[config.mk]
export PLATFORM = sky130hd
export DESIGN_NAME = video_sync_gen
export DESIGN_NICKNAME = d
export VERILOG_FILES = /design/src/rtl/video_sync_gen.sv
export SDC_FILE = /design/constraint.sdc
export NUM_CORES = 1
export LEC_CHECK = 0
export ABC_AREA = 1
export ABC_CLOCK_PERIOD_IN_PS = 4300
export BUFFER_PORTS_ARGS = -buffer_cell sky130_fd_sc_hd__buf_4
export CAP_MARGIN = 10
export CORE_MARGIN = 3
export CORE_UTILIZATION = 40
export CTS_CLUSTER_DIAMETER = 50
export CTS_CLUSTER_SIZE = 40
export DETAILED_ROUTE_END_ITERATION = 8
export PLACE_DENSITY_LB_ADDON = 0.1
export SLEW_MARGIN = 20
export SYNTH_ARGS = -nofsm -noshare
export SYNTH_HDL_FRONTEND = slang
export SYNTH_SLANG_ARGS = --single-unit
[constraint.sdc]
create_clock -name CK -period 4.3 [get_ports CK]
set_clock_uncertainty 0.2 [all_clocks]
set_input_delay 0.86 -clock CK [delete_from_list [all_inputs] [get_ports CK]]
set_output_delay 0.86 -clock CK [all_outputs]
set_load 0.05 [all_outputs]
[src/rtl/video_sync_gen.sv]
// rtl/video_sync_gen.sv - raster timing generator: h/v counters with registered sync, blank and pulse outputs.
// Optional VIDEO_SYNC_GEN_CSYNC_SERR_EN selects serrated composite sync (hs ^ vs) instead of hs | vs.
module video_sync_gen #(
  parameter int   HW       = 11,
  parameter int   VW       = 10,
  parameter logic SYNC_POL = 1'b0
) (
  input  logic          CK,
  input  logic          RST,
  input  logic          en,
  input  logic [HW-1:0] htotal,
  input  logic [HW-1:0] hact_end,
  input  logic [HW-1:0] hs_start,
  input  logic [HW-1:0] hs_end,
  input  logic [VW-1:0] vtotal,
  input  logic [VW-1:0] vact_end,
  input  logic [VW-1:0] vs_start,
  input  logic [VW-1:0] vs_end,
  output logic [HW-1:0] hcnt,
  output logic [VW-1:0] vcnt,
  output logic          hsync,
  output logic          vsync,
  output logic          csync,
  output logic          cblank,
  output logic          pclr,
  output logic          frame
);

  logic [HW-1:0] hcnt_q, hcnt_d;
  logic [VW-1:0] vcnt_q, vcnt_d;
  logic          hsync_q, vsync_q, csync_q, cblank_q, pclr_q, frame_q;
  logic          hwrap, hs, vs, cs, cblank_d, pclr_d, frame_d;

  always_comb begin
    // >= rather than == so a shrinking total pulls an overrun counter back at once
    hwrap  = (hcnt_q >= htotal);
    hcnt_d = hwrap ? '0 : hcnt_q + 1'b1;
    vcnt_d = vcnt_q;
    if (hwrap) begin
      vcnt_d = (vcnt_q >= vtotal) ? '0 : vcnt_q + 1'b1;
    end
    hs       = (hcnt_q >= hs_start) && (hcnt_q < hs_end);
    vs       = (vcnt_q >= vs_start) && (vcnt_q < vs_end);
`ifdef VIDEO_SYNC_GEN_CSYNC_SERR_EN
    cs       = hs ^ vs;
`else
    cs       = hs | vs;
`endif
    cblank_d = (hcnt_q >= hact_end) || (vcnt_q >= vact_end);
    pclr_d   = (hcnt_q == htotal);
    frame_d  = pclr_d && (vcnt_q == vtotal);
  end

  always_ff @(posedge CK or posedge RST) begin
    if (RST) begin
      hcnt_q   <= '0;
      vcnt_q   <= '0;
      hsync_q  <= SYNC_POL;
      vsync_q  <= SYNC_POL;
      csync_q  <= SYNC_POL;
      cblank_q <= 1'b1;
      pclr_q   <= 1'b0;
      frame_q  <= 1'b0;
    end else if (en) begin
      hcnt_q   <= hcnt_d;
      vcnt_q   <= vcnt_d;
      hsync_q  <= hs ^ SYNC_POL;
      vsync_q  <= vs ^ SYNC_POL;
      csync_q  <= cs ^ SYNC_POL;
      cblank_q <= cblank_d;
      pclr_q   <= pclr_d;
      frame_q  <= frame_d;
    end
  end

  assign hcnt   = hcnt_q;
  assign vcnt   = vcnt_q;
  assign hsync  = hsync_q;
  assign vsync  = vsync_q;
  assign csync  = csync_q;
  assign cblank = cblank_q;
  assign pclr   = pclr_q;
  assign frame  = frame_q;

endmodule

==> metrics.log <==
[metrics] clk_lat worst skew: between 0.2 and 0.3 ns
[metrics] #FFs+latches synth: 27
[metrics] final worst slack: 1.624 ns
[metrics] routed length on met2: 4.353 mm
[metrics] GR Overflow Total: 0
[metrics] sequential element share of the synthesized area: a little under a fifth
[metrics] Post-Place Setup Slack: between 1 and 1.5 ns
[metrics] Top Ports: approximately 110
[metrics] ranking of synthesized cells by instance count: 165 x nand2_1, 127 x inv_1, 84 x ha_1
[metrics] Synthesis Warnings: 0
[metrics] area of the core: 0.008806 mm2
[metrics] final critical path time including I/O delays and setup: 2.676 ns
[metrics] sum of negative setup slack: 0 ns
[metrics] launching element of the worst setup path: htotal[10]
[metrics] total global routing track utilization: 17.87%
[metrics] die footprint: ~0.010 mm2
[metrics] most frequently used cell type in the post-synthesis netlist: nand2_1
[metrics] count of nets left with antenna violations after detail routing: 0
[metrics] Sink Count: 27
[metrics] post-route DRC violation count: 0
[metrics] run status: completed
[metrics] switching share of power: 52.60%
[metrics] routed length on met3: 457 um
[metrics] HPWL after detailed placement: 7.527 mm
[metrics] share of layout cells above drive strength 1: between 10% and 20%
[metrics] crit share post-route: 62.22%
[metrics] gpl congestion: 0.8163
[metrics] Slew HR: 61.86%
[metrics] Syn Area/Cell: 6.511 um2
[metrics] Storage cell area: between 600 and 700 um2
[metrics] FILL cells: 944
[metrics] switching power: about 0.84 mW
[metrics] Setup Viol. Count Final: 0
[metrics] clock-pin transition on the worst setup and hold timing paths: about 0.090 ns
[metrics] total internal power: about 0.76 mW
[metrics] startpoint type of the worst setup path: input pin
[metrics] leakage power of the design: 2.951 nW
[metrics] final hold vios: 0
[metrics] leading cell types by total area after synthesis: ha_1 29%, dfrtp_1 18%, nand2_1 17%
[metrics] unrepaired setup endpoints after global routing: false
[metrics] Setup crit end kind: register
[metrics] initial standard-cell utilization of the core: 41.70%
[metrics] Pwr Total: between 1.5 and 2 mW
[metrics] quantity of I/O buffers inserted on ports: 113
[metrics] number of optimization iterations in the first detailed-route pass: 6
[metrics] source of the worst hold timing path: pclr
[metrics] CTS tree: built
[metrics] Worst R2R Setup Slack: 1.71 ns
[metrics] maximum number of buffers from clock root to sink: 2
[metrics] CP Class: input pin to register
[metrics] prevailing post-synth register cell: dfrtp_1
[metrics] Crit-path slowest cell: nand2_2
[metrics] width of the chip: between 100 and 150 um
[metrics] count of mapped cells out of synthesis: 564
[metrics] Synth area leader: ha_1
[metrics] Worst Tran Pin Value: about 0.57 ns
[metrics] count of flip-flops with a built-in enable after synthesis: 0
[metrics] root buffer cell: clkbuf_8
[metrics] wire length of the first global-routing pass: 15.14 mm
[metrics] Cell Rows: 34
[metrics] Post-CTS Hold Buffers: 0
[metrics] logic gate share of total power: around three fifths
[metrics] ys async rst share: between 90% and 100%
[metrics] maximum resistive drop on vdd: around 0.23 mV
[metrics] worst min-delay path category: register to register
[metrics] Antenna Cells: 0
[metrics] overall via count from detail_route: 3708
[metrics] post-cts resize count: 0
[metrics] sequence of cells on the critical path: buf_4, inv_1, ha_1, nand2_1, nor2_1, nand2_1, nor2_2, nor2_1, nand2_2, nand2_1, nand2_1, nand2_1
[metrics] fraction of power consumed by sequential logic: about 29%
[metrics] biggest fanout along the worst timing path: 20
[metrics] number of buffers inserted during clock tree synthesis: 3
[metrics] Mapped Area: 0.003672 mm2
[metrics] synthesis-to-layout area growth: 26.68%
[metrics] via count of the first global-routing pass: 3427
[metrics] number of max-cap violations: 0
[metrics] highest metal layer with signal wires: met4
[metrics] Synth top area share: 28.62%
[metrics] number of buffers inserted to repair setup after CTS: 0
[metrics] number of pins exceeding their max-slew limit in the final report: 0
[metrics] # nets final: 846
[metrics] synthesized net count: 735
[metrics] slowest cell delay on critical path: around 0.33 ns
[metrics] DR WL/cell: 11.80 um
[metrics] area of combinational cells with multiple inputs: around 0.0025 mm2
[metrics] Final Routed Wirelength: 9.224 mm
[metrics] data required time of the critical path: about 4.3 ns
[metrics] antenna violations before repair: 0
[metrics] Clock H-tree levels: 1
[metrics] pin count of the biggest net entering global routing: 29
[metrics] Starting DRT DRC Count: 102
[metrics] share of total power in the clock network: a little under a tenth
[metrics] Power Density: 342.4 mW/mm2
[metrics] final core utilization: ~53%
[metrics] source of the worst register-to-register timing path: hcnt[6]
[metrics] vertical die dimension: 101.8 um
[metrics] number of unique standard cell types used by synthesis: 28
[metrics] most repeated library cell on the critical path: nand2_1
[metrics] detailed-route vias per instance: approximately 4.7
[metrics] Worst Path Arrival: 2.65 ns
[metrics] Met1 Routed Length: 4.362 mm
[metrics] highest clock rate: 0.3738 GHz
-- power by group through the flow --
| stage | clock network [mW] | logic (mW) | registers, mW |
|---|---|---|---|
| 6_report | 0.148 | 0.986 | 0.459 |
| 5_1_grt | 0.162 | 1.13 | 0.477 |
| 4_1_cts | 0.155 | 0.996 | 0.463 |
| 3_5_place_dp | 0 | 0.992 | 0.468 |
| 3_3_place_gp | 0 | 0.957 | 0.465 |
| 2_1_floorplan | 0 | 0.519 | 0.615 |
-- cell type report --
class	count	share of cell area [%]
clock buffers	3	0.8876
clock inverters	1	0.1614
inverters	128	10.33
multi-input cells	402	52.93
flip-flops and latches	27	14.55
well taps	108	2.905
repair buffers	113	18.24
-- final timing paths --
check	to	cells past startpoint
setup / recovery	vcnt[5]	12
max in group asynchronous	hcnt[8]	2
min in group asynchronous	csync	2
setup reg to reg	vcnt[5]	10
hold reg to reg	pclr	2
hold / removal	pclr	2
-- cell usage in the layout (no fill, tap or decap), drive strengths merged --
cell,netlist,routed
dfrtp,26,26
ha,84,84
clkbuf,1,3
xor2,5,5
xnor2,5,5
nand2,166,166
a21oi,29,29
or2,1,1
nand3b,1,1
inv,128,128
nand3,27,27
o22ai,1,1
dfstp,1,1
nand4,12,12
clkinvlp,0,1
o21a,1,1
o21bai,3,3
a21boi,2,2
nor2,52,52
a21o,3,3
nor3,2,2
o21ai,8,8
buf,6,113
-- cell families (layout without fill, tap and decap cells) --
group	count (synthesis)	after routing	synth area share, %
simple gates	261	261	28.99
buf+inv	135	245	14.51
fa+ha+maj	84	84	28.62
compound gates	47	47	7.053
flops	27	27	18.43
xor+xnor	10	10	2.385
-- metal layers --
metal  vias to the layer above  GRT usage, %
met5                         -             0
met4                         0         2.119
met3                         6         2.457
met2                        76         31.19
met1                      1647         24.36
li1                       1979             -
-- flip-flops by register name, indices dropped and copies added, names as in the netlist --
name and flops:
pclr 1, hcnt 11, csync 1, vsync 1, frame 1, vcnt 10, cblank 1, hsync 1
-- worst max-delay path: cells and delay by family --
family,cells,cell delay [ns]
buf+inv,2,0.11
fa+ha+maj,1,0.28
simple gates,9,1.39
-- stage by stage --
stage	hold WS, ns	instance area [um2]	cells
after floorplan	0.5550	3672	564
after global placement	0.2709	4603	778
after detailed placement	0.2703	4603	778
after CTS	0.2960	4652	782
after global routing	0.3396	4652	782
final	0.2890	4652	782
Note: power is estimated with default switching activity, not from simulation.
